==> src/rtl/ex_muldiv_pkg.sv <==
// ex_muldiv_pkg
// Shared types and constants for the EX-stage RV32M multiply/divide unit.
//   muldiv_funct3_t : RV32M funct3 encodings
//   muldiv_state_t  : sequencer states (IDLE, CALC, FIX, DONE)
//   MULDIV_ITER     : iterations per operation (one bit per edge)
package ex_muldiv_pkg;

  localparam int MULDIV_ITER = 32;
  localparam int CNT_W       = $clog2(MULDIV_ITER);

  typedef enum logic [2:0] {
    F3_MUL    = 3'd0,
    F3_MULH   = 3'd1,
    F3_MULHSU = 3'd2,
    F3_MULHU  = 3'd3,
    F3_DIV    = 3'd4,
    F3_DIVU   = 3'd5,
    F3_REM    = 3'd6,
    F3_REMU   = 3'd7
  } muldiv_funct3_t;

  typedef enum logic [1:0] {
    IDLE = 2'd0,
    CALC = 2'd1,
    FIX  = 2'd2,
    DONE = 2'd3
  } muldiv_state_t;

  // funct3[2] splits the multiply group from the divide group.
  function automatic logic is_div_op(input muldiv_funct3_t f);
    return f[2];
  endfunction

  // Within the divide group funct3[1] selects the remainder.
  function automatic logic is_rem_op(input muldiv_funct3_t f);
    return f[2] & f[1];
  endfunction

endpackage

==> src/rtl/ex_muldiv_if.sv <==
// ex_muldiv_if
// Connection between the EX stage (master) and the multiply/divide unit (slave).
//   op_valid, funct3, rs1_data, rs2_data, flush : EX stage -> unit
//   stall, busy, done, result                   : unit -> EX stage
//
// Handshake: the EX stage holds op_valid, funct3 and both operands steady for
// as long as stall is high. The unit pulses done for one cycle with result
// valid; stall = op_valid & ~done drops in that same cycle, so the ID/EX
// register loads on the edge that ends the done cycle. flush squashes the
// operation in flight and may be raised in any state; op_valid may only drop
// mid-operation together with flush.
interface ex_muldiv_if #(
  parameter int XLEN = 32
);
  logic            op_valid;
  logic [2:0]      funct3;
  logic [XLEN-1:0] rs1_data;
  logic [XLEN-1:0] rs2_data;
  logic            flush;
  logic            stall;
  logic            busy;
  logic            done;
  logic [XLEN-1:0] result;

  modport master (
    output op_valid, funct3, rs1_data, rs2_data, flush,
    input  stall, busy, done, result
  );

  modport slave (
    input  op_valid, funct3, rs1_data, rs2_data, flush,
    output stall, busy, done, result
  );
endinterface

==> src/rtl/ex_muldiv_abs_sign.sv <==
// ex_muldiv_abs_sign
// Combinational operand conditioning for the multiply/divide unit.
//   funct3  : operation, decides which operands are signed
//   a, b    : raw operands
//   abs_a   : |a| (a itself when a is treated as unsigned)
//   abs_b   : |b| (b itself when b is treated as unsigned)
//   sign_a  : a is signed and negative (sign of the remainder)
//   neg_res : product/quotient must be negated after iterating
module ex_muldiv_abs_sign
  import ex_muldiv_pkg::*;
#(
  parameter int XLEN = 32
) (
  input  muldiv_funct3_t  funct3,
  input  logic [XLEN-1:0] a,
  input  logic [XLEN-1:0] b,
  output logic [XLEN-1:0] abs_a,
  output logic [XLEN-1:0] abs_b,
  output logic            sign_a,
  output logic            neg_res
);
  logic a_signed;
  logic b_signed;
  logic sign_b;
  logic div_by_zero;

  assign a_signed = funct3 inside {F3_MULH, F3_MULHSU, F3_DIV, F3_REM};
  assign b_signed = funct3 inside {F3_MULH, F3_DIV, F3_REM};

  assign sign_a = a_signed & a[XLEN-1];
  assign sign_b = b_signed & b[XLEN-1];

  assign abs_a = sign_a ? (~a + 1'b1) : a;
  assign abs_b = sign_b ? (~b + 1'b1) : b;

  // A zero divisor leaves an all-ones quotient from the iteration; it must
  // not be negated so the slow path also returns all ones.
  assign div_by_zero = is_div_op(funct3) & (b == '0);
  assign neg_res     = (sign_a ^ sign_b) & ~div_by_zero;
endmodule

==> src/rtl/ex_muldiv.sv <==
// ex_muldiv
// Iterative RV32M multiply/divide unit in the EX stage. One operation in flight.
// Multiply: radix-2 shift-add, divide: restoring shift-subtract, one bit per
// edge for MULDIV_ITER edges, then one FIX edge for sign correction and word
// selection. Divide-by-zero and signed overflow optionally bypass iteration.
//   clk       : clock, rising edge
//   rst       : asynchronous active-low reset
//   mif       : slave side of ex_muldiv_if (op/operands/flush in,
//               stall/busy/done/result out)
//   dbg_state : current sequencer state
//   dbg_count : current iteration counter
module ex_muldiv
  import ex_muldiv_pkg::*;
#(
  parameter int XLEN         = 32,
  parameter bit FAST_SPECIAL = 1'b1
) (
  input  logic             clk,
  input  logic             rst,
  ex_muldiv_if.slave       mif,
  output muldiv_state_t    dbg_state,
  output logic [CNT_W-1:0] dbg_count
);
  localparam logic [CNT_W-1:0] LAST_CNT = CNT_W'(MULDIV_ITER - 1);
  localparam logic [XLEN-1:0]  INT_MIN  = {1'b1, {(XLEN-1){1'b0}}};

  muldiv_state_t    state_q, state_d;
  logic [CNT_W-1:0] count_q;
  muldiv_funct3_t   op_q;
  logic             neg_q;
  logic             sign_a_q;
  logic [XLEN-1:0]  mag_b_q;
  // Shared accumulator. Multiply: {partial product high, remaining multiplier}.
  // Divide: {partial remainder, dividend bits shifting into quotient bits}.
  logic [2*XLEN-1:0] acc_q;
  logic [XLEN-1:0]   result_q;

  muldiv_funct3_t  f3_in;
  logic [XLEN-1:0] abs_a, abs_b;
  logic            sign_a, neg_res;
  logic            start;
  logic            special;
  logic            b_zero;
  logic            ovf;
  logic [XLEN-1:0] special_result;

  assign f3_in = muldiv_funct3_t'(mif.funct3);

  ex_muldiv_abs_sign #(.XLEN(XLEN)) u_abs_sign (
    .funct3  (f3_in),
    .a       (mif.rs1_data),
    .b       (mif.rs2_data),
    .abs_a   (abs_a),
    .abs_b   (abs_b),
    .sign_a  (sign_a),
    .neg_res (neg_res)
  );

  // Special cases are decided from the live operands while still in IDLE.
  assign b_zero  = (mif.rs2_data == '0);
  assign ovf     = (f3_in inside {F3_DIV, F3_REM}) &&
                   (mif.rs1_data == INT_MIN) && (mif.rs2_data == '1);
  assign special = FAST_SPECIAL && is_div_op(f3_in) && (b_zero || ovf);

  always_comb begin
    special_result = '0;
    if (b_zero) begin
      special_result = is_rem_op(f3_in) ? mif.rs1_data : '1;
    end else begin
      special_result = is_rem_op(f3_in) ? '0 : INT_MIN;
    end
  end

  // ---------------- sequencer ----------------
  always_ff @(posedge clk or negedge rst) begin
    if (!rst) begin
      state_q <= IDLE;
    end else begin
      state_q <= state_d;
    end
  end

  always_comb begin
    state_d = state_q;
    start   = 1'b0;
    unique case (state_q)
      IDLE: begin
        if (mif.op_valid && !mif.flush) begin
          start   = 1'b1;
          state_d = special ? DONE : CALC;
        end
      end
      CALC: begin
        if (mif.flush) begin
          state_d = IDLE;
        end else if (count_q == LAST_CNT) begin
          state_d = FIX;
        end
      end
      FIX: begin
        state_d = mif.flush ? IDLE : DONE;
      end
      DONE: begin
        state_d = IDLE;
      end
      default: state_d = IDLE;
    endcase
  end

  // ---------------- iteration step ----------------
  logic [XLEN:0]     add_sum;
  logic [2*XLEN-1:0] mul_next;
  logic [XLEN:0]     div_shift;
  logic [XLEN:0]     div_diff;
  logic [2*XLEN-1:0] div_next;

  always_comb begin
    // Add the multiplicand when the current multiplier bit is set, then
    // shift the whole accumulator right by one (carry lands in the top bit).
    add_sum  = {1'b0, acc_q[2*XLEN-1:XLEN]} + (acc_q[0] ? {1'b0, mag_b_q} : '0);
    mul_next = {add_sum, acc_q[XLEN-1:1]};
    // Shift the next dividend bit into the remainder and trial-subtract;
    // a borrow means the divisor did not fit and the old value is kept.
    div_shift = {acc_q[2*XLEN-1:XLEN], acc_q[XLEN-1]};
    div_diff  = div_shift - {1'b0, mag_b_q};
    if (div_diff[XLEN]) begin
      div_next = {div_shift[XLEN-1:0], acc_q[XLEN-2:0], 1'b0};
    end else begin
      div_next = {div_diff[XLEN-1:0], acc_q[XLEN-2:0], 1'b1};
    end
  end

  // ---------------- sign fix-up and word select ----------------
  logic [2*XLEN-1:0] prod_fix;
  logic [XLEN-1:0]   quo_fix;
  logic [XLEN-1:0]   rem_fix;
  logic [XLEN-1:0]   fix_result;

  always_comb begin
    prod_fix   = neg_q ? (~acc_q + 1'b1) : acc_q;
    quo_fix    = neg_q ? (~acc_q[XLEN-1:0] + 1'b1) : acc_q[XLEN-1:0];
    rem_fix    = sign_a_q ? (~acc_q[2*XLEN-1:XLEN] + 1'b1) : acc_q[2*XLEN-1:XLEN];
    fix_result = '0;
    case (op_q)
      F3_MUL:                       fix_result = prod_fix[XLEN-1:0];
      F3_MULH, F3_MULHSU, F3_MULHU: fix_result = prod_fix[2*XLEN-1:XLEN];
      F3_DIV, F3_DIVU:              fix_result = quo_fix;
      default:                      fix_result = rem_fix;
    endcase
  end

  // ---------------- datapath registers ----------------
  always_ff @(posedge clk or negedge rst) begin
    if (!rst) begin
      count_q  <= '0;
      op_q     <= F3_MUL;
      neg_q    <= 1'b0;
      sign_a_q <= 1'b0;
      mag_b_q  <= '0;
      acc_q    <= '0;
      result_q <= '0;
    end else begin
      case (state_q)
        IDLE: begin
          if (start) begin
            count_q  <= '0;
            op_q     <= f3_in;
            neg_q    <= neg_res;
            sign_a_q <= sign_a;
            mag_b_q  <= abs_b;
            acc_q    <= {{XLEN{1'b0}}, abs_a};
            if (special) begin
              result_q <= special_result;
            end
          end
        end
        CALC: begin
          if (mif.flush) begin
            count_q <= '0;
          end else begin
            acc_q   <= is_div_op(op_q) ? div_next : mul_next;
            count_q <= (count_q == LAST_CNT) ? '0 : count_q + 1'b1;
          end
        end
        FIX: begin
          if (!mif.flush) begin
            result_q <= fix_result;
          end
        end
        default: ;
      endcase
    end
  end

  // ---------------- outputs ----------------
  assign mif.busy   = (state_q != IDLE);
  assign mif.done   = (state_q == DONE);
  assign mif.stall  = mif.op_valid & ~mif.done;
  assign mif.result = result_q;
  assign dbg_state  = state_q;
  assign dbg_count  = count_q;

  // Operands must stay presented while iterating unless the op is squashed.
  a_op_held: assert property (@(posedge clk) disable iff (!rst)
    (state_q == CALC || state_q == FIX) |-> (mif.op_valid || mif.flush));

endmodule

==> src/flat_wrapper.sv <==
// flat-port wrapper written by rule: the top's interface ports become plain ports
module ex_muldiv_flat import ex_muldiv_pkg::*;
#(
  parameter int XLEN         = 32,
  parameter bit FAST_SPECIAL = 1'b1
)
  (clk, rst, dbg_state, dbg_count, mif_op_valid, mif_funct3, mif_rs1_data, mif_rs2_data, mif_flush, mif_stall, mif_busy, mif_done, mif_result);
  ex_muldiv_if #(.XLEN(XLEN)) mif_i ();
  input  logic clk;
  input  logic rst;
  output muldiv_state_t dbg_state;
  output logic [CNT_W-1:0] dbg_count;
  input wire logic [$bits(mif_i.op_valid)-1:0] mif_op_valid;
  input wire logic [$bits(mif_i.funct3)-1:0] mif_funct3;
  input wire logic [$bits(mif_i.rs1_data)-1:0] mif_rs1_data;
  input wire logic [$bits(mif_i.rs2_data)-1:0] mif_rs2_data;
  input wire logic [$bits(mif_i.flush)-1:0] mif_flush;
  output wire logic [$bits(mif_i.stall)-1:0] mif_stall;
  output wire logic [$bits(mif_i.busy)-1:0] mif_busy;
  output wire logic [$bits(mif_i.done)-1:0] mif_done;
  output wire logic [$bits(mif_i.result)-1:0] mif_result;
  assign mif_i.op_valid = mif_op_valid;
  assign mif_i.funct3 = mif_funct3;
  assign mif_i.rs1_data = mif_rs1_data;
  assign mif_i.rs2_data = mif_rs2_data;
  assign mif_i.flush = mif_flush;
  assign mif_stall = mif_i.stall;
  assign mif_busy = mif_i.busy;
  assign mif_done = mif_i.done;
  assign mif_result = mif_i.result;
  ex_muldiv #(.XLEN(XLEN), .FAST_SPECIAL(FAST_SPECIAL)) u_core (.clk(clk), .rst(rst), .mif(mif_i), .dbg_state(dbg_state), .dbg_count(dbg_count));
endmodule
==> config.mk <==
export PLATFORM = sky130hd
export DESIGN_NAME = ex_muldiv_flat
export DESIGN_NICKNAME = d
export VERILOG_FILES = /design/src/rtl/ex_muldiv_pkg.sv /design/src/rtl/ex_muldiv_if.sv /design/src/rtl/ex_muldiv_abs_sign.sv /design/src/rtl/ex_muldiv.sv /design/src/flat_wrapper.sv
export SDC_FILE = /design/constraint.sdc
export NUM_CORES = 1
export LEC_CHECK = 0
export CORE_MARGIN = 2
export CORE_UTILIZATION = 46
export CTS_CLUSTER_SIZE = 28
export DETAILED_ROUTE_END_ITERATION = 7
export PLACE_DENSITY = 0.65
export SLEW_MARGIN = 5
export SYNTH_ARGS = -nofsm -noshare
export SYNTH_HDL_FRONTEND = slang
export SYNTH_SLANG_ARGS = --single-unit
==> constraint.sdc <==
create_clock -name clk -period 3.8 [get_ports clk]
set_clock_uncertainty 0.1 [all_clocks]
set_input_delay 0.76 -clock clk [delete_from_list [all_inputs] [get_ports clk]]
set_output_delay 0.76 -clock clk [all_outputs]
set_load 0.02 [all_outputs]
==> flow_summary.json, run 1 <==
{
  "status": "complete, no violations",
  "ant_nets": 0,
  "first_pass_iters": 6,
  "arrival_ns": 3.98,
  "ios": 113,
  "wirelength_um": 52500,
  "die-area_um2": 32300,
  "power_density_nw_per_um2": 664,
  "maxSlewViolCount": 0,
  "htree_levels": 4,
  "finalNetCount": 2282,
  "synth_nets": 2038,
  "tightest_slew_ns": 0.966,
  "syn-cell-area_um2": 14200,
  "r2r_end": "u_core.mif.result[2]",
  "setup_viol": 0,
  "cts_tree": "yes",
  "path_clk_slew_ns": 0.07,
  "worstSetupStartpointType": "register",
  "grt_start_max_net_pins": 93,
  "path_class": "reg -> reg",
  "synthArstFlopShare_pct": 100,
  "ys_seq_area_share_pct": 24.7,
  "clockBufferDepth": 2,
  "hold_viol": 0,
  "clock.fmax_ghz": 0.267,
  "start_util_pct": 46.5,
  "crit_path_max_fanout": 5,
  "num_rows": 64,
  "synth_cells": 1894,
  "viasPerCell": 6.05,
  "hpwl_um": 40600,
  "cts_buffers": 17,
  "final_common_cell": "o21ai_0",
  "grt_usage_pct": 31.8,
  "synth_ff_type": "dfrtp_1",
  "reg2reg_from": "u_core.acc_q[18]",
  "dieHeight_um": 180,
  "wl_per_cell_um": 20.6,
  "ir_worst_vdd_mv": 0.398,
  "rr_worst_depth": 10,
  "clock-sinks": 140,
  "dr_total_vias": 15400,
  "fillers": 2881,
  "port_buffers": 112,
  "power.leakage_nw": 7.71,
  "worstPathRequired_ns": 4.04,
  "endpoint_kind": "register",
  "synth_area_per_cell_um2": 7.50,
  "ys_seq_elements": 140,
  "final_cell_mix": "239 x o21ai_0, 236 x nand2_1, 233 x buf_4",
  "setup_tns_ns": 0,
  "drc_errors": 0,
  "rsz0062_at_grt": "true",
  "die_w_um": 180,
  "first_global_vias": 14800,
  "area_delta_synth_final_pct": 27.0,
  "gp_congestion": 0.940,
  "drt_iter0_markers": 1397,
  "cts_hold_buf": 0,
  "whs_ns": 0.283,
  "insertedDiodeCount": 0,
  "grt_overflow": 0,
  "antenna_found_initial": 1,
  "relSlewSlack_pct": 35.6,
  "grt_pass1_wl_um": 81600,
  "yosysUniqueCellTypes": 76,
  "worstSkewPairLatency_ns": 0.46,
  "hold_path.class": "in -> async",
  "post-route-util_pct": 59.1,
  "synth_edf_count": 0,
  "reg2reg_slack_ns": 0.06,
  "yosys_warnings": 0,
  "min_period_ns": 3.74,
  "cap_violations": 0,
  "clockRootBuffer": "clkbuf_16",
  "drive_gt1_share_pct": 16.2,
  "p_total_mw": 12.0,
  "core_um2": 30500,
  "period_share_pct": 98.5
}
-- layer usage --
| metal | global-route usage [%] | wire length (µm) |
|---|---|---|
| met2 | 53.6 | 25000 |
| met4 | 14.7 | 2260 |
| met3 | 5.09 | 3300 |
| met1 | 39.8 | 22000 |
| met5 | 0 | 0 |
-- cells in the mapped netlist (4+ instances only) --
cell type	number	share of area, %
nor4_1	18	0.79
o21bai_1	8	0.42
ha_1	71	6.3
o21ai_1	7	0.25
o31ai_1	28	1.5
nor3b_1	5	0.26
a32o_1	4	0.28
nor2_1	156	4.1
clkbuf_1	113	3.0
o221ai_1	7	0.43
nor3_1	36	1.3
a21boi_0	5	0.26
mux2i_1	57	4.0
o21ai_0	246	8.7
xor2_1	78	4.8
nand4_1	17	0.75
xnor2_1	110	6.8
nor2b_1	16	0.71
nand3_1	22	0.78
nand2b_1	25	1.1
or4_1	13	0.69
a211o_1	5	0.31
or3_1	31	1.4
or2_2	9	0.40
inv_1	60	1.6
and3_1	9	0.40
dfrtp_1	140	25
a21oi_1	114	4.0
buf_1	10	0.26
a211oi_1	19	1.0
or4_4	4	0.32
buf_2	6	0.21
o211ai_1	14	0.74
a22oi_1	25	1.3
a31oi_1	16	0.71
a221o_1	6	0.42
mux2_2	5	0.40
a221oi_1	7	0.43
o22ai_1	27	1.2
o41ai_1	10	0.62
a21o_1	29	1.5
and2_1	5	0.22
o21a_1	13	0.69
nand2_1	236	6.2
-- worst max-delay path, stage by stage (launching register included) --
cell	delay, ns
dfrtp_1	0.38
or4_4	0.56
or4_4	0.46
or4_4	0.45
or4_4	0.46
nor4_4	0.46
buf_4	0.23
a21oi_2	0.06
a31oi_1	0.20
o221a_2	0.22
o21ai_1	0.05
-- where the power goes --
group / switching (mW) / total (mW) / internal (mW)
combinational: 4.34 / 7.76 / 3.42
clock: 0.722 / 1.87 / 1.14
sequential: 0.503 / 2.35 / 1.85
-- cell type report --
| type | instances | area, µm² | area share, % |
|---|---|---|---|
| repair buffers | 355 | 3050 | 16.9 |
| inverters | 61 | 229 | 1.27 |
| flip-flops and latches | 140 | 3510 | 19.5 |
| multi-input cells | 1563 | 10100 | 56.1 |
| well taps | 396 | 495 | 2.75 |
| clock buffers | 20 | 467 | 2.59 |
| clock inverters | 11 | 166 | 0.923 |
-- stage by stage --
| stage | instances | instance area [µm²] | setup WS (ns) |
|---|---|---|---|
| floorplan | 1894 | 14200 | 0.152 |
| global placement | 2511 | 17200 | -0.353 |
| detailed placement | 2511 | 17200 | -0.390 |
| CTS | 2542 | 17900 | 0.000771 |
| global route | 2546 | 18000 | -0.0499 |
| finish | 2546 | 18000 | 0.0563 |
-- flip-flops by register name (all words and copies together) (netlist names) --
signal,flops
u_core.dbg_count,5
u_core.op_q,3
u_core.mif.result,32
u_core.acc_q,64
u_core.mag_b_q,32
u_core.dbg_state,2
u_core.neg_q,1
u_core.sign_a_q,1
-- logic make-up (layout without fill, tap and decap cells) --
family	count (synthesis)	count (layout)	share of synthesized area (%)
and+or+nand+nor	615	615	20.4
DFF	140	140	24.7
AOI/OAI and AO/OA	625	625	27.2
adders and majority gates	73	73	6.54
xor gates and xnor gates	188	188	11.6
buffers and inverters	191	447	5.16
muxes	62	62	4.42
-- how the worst max path moves through the flow --
stage	start	endpoint	slack [ns]	cells after the start
final	u_core.acc_q[18]	u_core.mif.result[2]	0.06	10
after global routing	mif_rs2_data[13]	u_core.mif.result[7]	-0.05	14
after CTS	u_core.mag_b_q[1]	u_core.acc_q[61]	0.0008	13
after detailed placement	mif_rs2_data[13]	u_core.mif.result[1]	-0.39	14
after global placement	mif_rs2_data[13]	u_core.mif.result[1]	-0.35	14
after floorplan	mif_rs1_data[17]	u_core.mif.result[15]	0.15	11
-- what timing repair did --
item                                    4_1_cts  5_1_grt
pin swaps                                     2       11
resized for setup                             6       35
hold endpoints to repair                      0        0
endpoints found under the setup margin        4       38
setup buffers                                 0        4
No activity file was read; power rests on OpenSTA's default activity.
==> run 2, diff against run 1 <==
ABC_AREA = 0   (was not set)
SETUP_SLACK_MARGIN = 0.5   (was not set)
==> flow_summary.json, run 2 (same netlist as run 1, synthesis figures left out) <==
{
  "status": "complete, no violations",
  "antenna_found_initial": 0,
  "drive_gt1_share_pct": 24.6,
  "drc_errors": 0,
  "dieHeight_um": 180,
  "hold_viol": 0,
  "drt_iter0_markers": 1886,
  "start_util_pct": 46.5,
  "fillers": 2655,
  "wl_per_cell_um": 21.8,
  "dr_total_vias": 16300,
  "die-area_um2": 32300,
  "cts_buffers": 17,
  "num_rows": 64,
  "largest_register_ff_count": 64,
  "maxSlewViolCount": 0,
  "endpoint_kind": "register",
  "clock.fmax_ghz": 0.283,
  "die_w_um": 180,
  "cap_violations": 0,
  "arrival_ns": 3.78,
  "tightest_slew_ns": 1.04,
  "clock-sinks": 140,
  "min_period_ns": 3.53,
  "first_pass_iters": 6,
  "clockBufferDepth": 2,
  "final_common_cell": "buf_4",
  "port_buffers": 112,
  "finalNetCount": 2341,
  "path_class": "reg -> reg",
  "cts_tree": "yes",
  "insertedDiodeCount": 0,
  "setup_viol": 0,
  "hpwl_um": 40400,
  "clockRootBuffer": "clkbuf_16",
  "core_um2": 30500,
  "ant_nets": 0,
  "path_clk_slew_ns": 0.08,
  "power.leakage_nw": 8.37,
  "first_global_vias": 15300,
  "wirelength_um": 56800,
  "worstPathRequired_ns": 4.04,
  "crit_path_max_fanout": 6,
  "grt_overflow": 0,
  "period_share_pct": 93.0,
  "gp_congestion": 0.968,
  "worstSetupStartpointType": "register",
  "htree_levels": 4,
  "viasPerCell": 6.24,
  "grt_start_max_net_pins": 72,
  "power_density_nw_per_um2": 664,
  "p_total_mw": 13.0,
  "grt_usage_pct": 33.7,
  "dpl.cell_count": 2492,
  "ios": 113,
  "reg2reg_slack_ns": 0.27,
  "worstSkewPairLatency_ns": 0.46,
  "rsz0062_at_grt": "true",
  "final_cells": 2606,
  "grt_pass1_wl_um": 86200,
  "hold_path.class": "in -> async",
  "ir_worst_vdd_mv": 0.387,
  "area_delta_synth_final_pct": 38.5,
  "largest-register": "u_core.acc_q",
  "relSlewSlack_pct": 30.4,
  "final_cell_mix": "260 x buf_4, 223 x nand2_1, 185 x o21ai_0"
}
[run 2: changes by cell type in the layout (fill, tap and decap cells not counted), sizes merged]
cell           change
buf               +56
clkbuf             +4
clkdlybuf4s15      +1
clkdlybuf4s50     -16
clkinv             -1
clkinvlp           -1
dlygate4sd2        +3
dlymetal6s2s       +8
inv                +5
nand2b             +1
[run 2: metal layers]
metal	GRT usage [%]	wire [µm]
met4	18.6	3250
met1	42.5	22400
met2	55.3	26800
met3	4.94	4390
met5	0	0
[run 2: cell type report]
class	instances	area [µm²]	area share, %
Multi-Input combinational cell	1564	11000	55.9
Clock inverter	14	208	1.06
Sequential cell	140	3510	17.9
Inverter	61	236	1.20
Tap cell	396	495	2.52
Clock buffer	18	429	2.18
Timing Repair Buffer	413	3780	19.3
[run 2: power breakdown]
part | internal, mW | leakage, nW | switching, mW | total (mW)
Sequential | 1.85 | 1.81 | 0.498 | 2.34
Clock | 1.11 | 0.304 | 0.771 | 1.88
Combinational | 3.93 | 6.26 | 4.88 | 8.82
[run 2: worst max-delay path, cell delays in order (launching register included)]
cell	delay, ns
dfrtp_1	0.38
or4_4	0.55
or4_4	0.45
or3_4	0.35
or3_4	0.39
nand2b_4	0.22
o21ai_2	0.19
xnor2_1	0.13
a222oi_1	0.31
nor3_1	0.09
a211o_1	0.28
[run 2: final timing paths]
path,from,end,cells past startpoint
min in group clk,u_core.mag_b_q[21],u_core.mag_b_q[21],2
worst max register to register,u_core.acc_q[15],u_core.mif.result[15],10
worst min register to register,u_core.mag_b_q[21],u_core.mag_b_q[21],2
worst min-delay path,rst,u_core.mag_b_q[1],1
max in group asynchronous,rst,u_core.mag_b_q[0],2
worst max-delay path,u_core.acc_q[15],u_core.mif.result[15],10
[run 2: stage by stage]
| step | TNS [ns] | utilization (%) | setup WS (ns) | hold WS (ns) | area [µm²] |
|---|---|---|---|---|---|
| global route | 0 | 64.4 | 0.188 | 0.282 | 19700 |
| floorplan | 0 | - | 0.269 | 0.350 | 14300 |
| detailed placement | -7.63 | 56.2 | -0.312 | 0.372 | 17100 |
| CTS | 0 | 61.4 | 0.220 | 0.246 | 18700 |
| global placement | -5.97 | 56.2 | -0.264 | 0.360 | 17100 |
| finish | 0 | 64.4 | 0.267 | 0.217 | 19700 |
[run 2: repair_timing]
| action | CTS | global route |
|---|---|---|
| setup buffers | 46 | 26 |
| setup endpoints to repair | 67 | 69 |
| gates resized for setup | 144 | 177 |
| hold buffers | 0 | 0 |
| cloned | 6 | 4 |
| pin swaps | 58 | 69 |
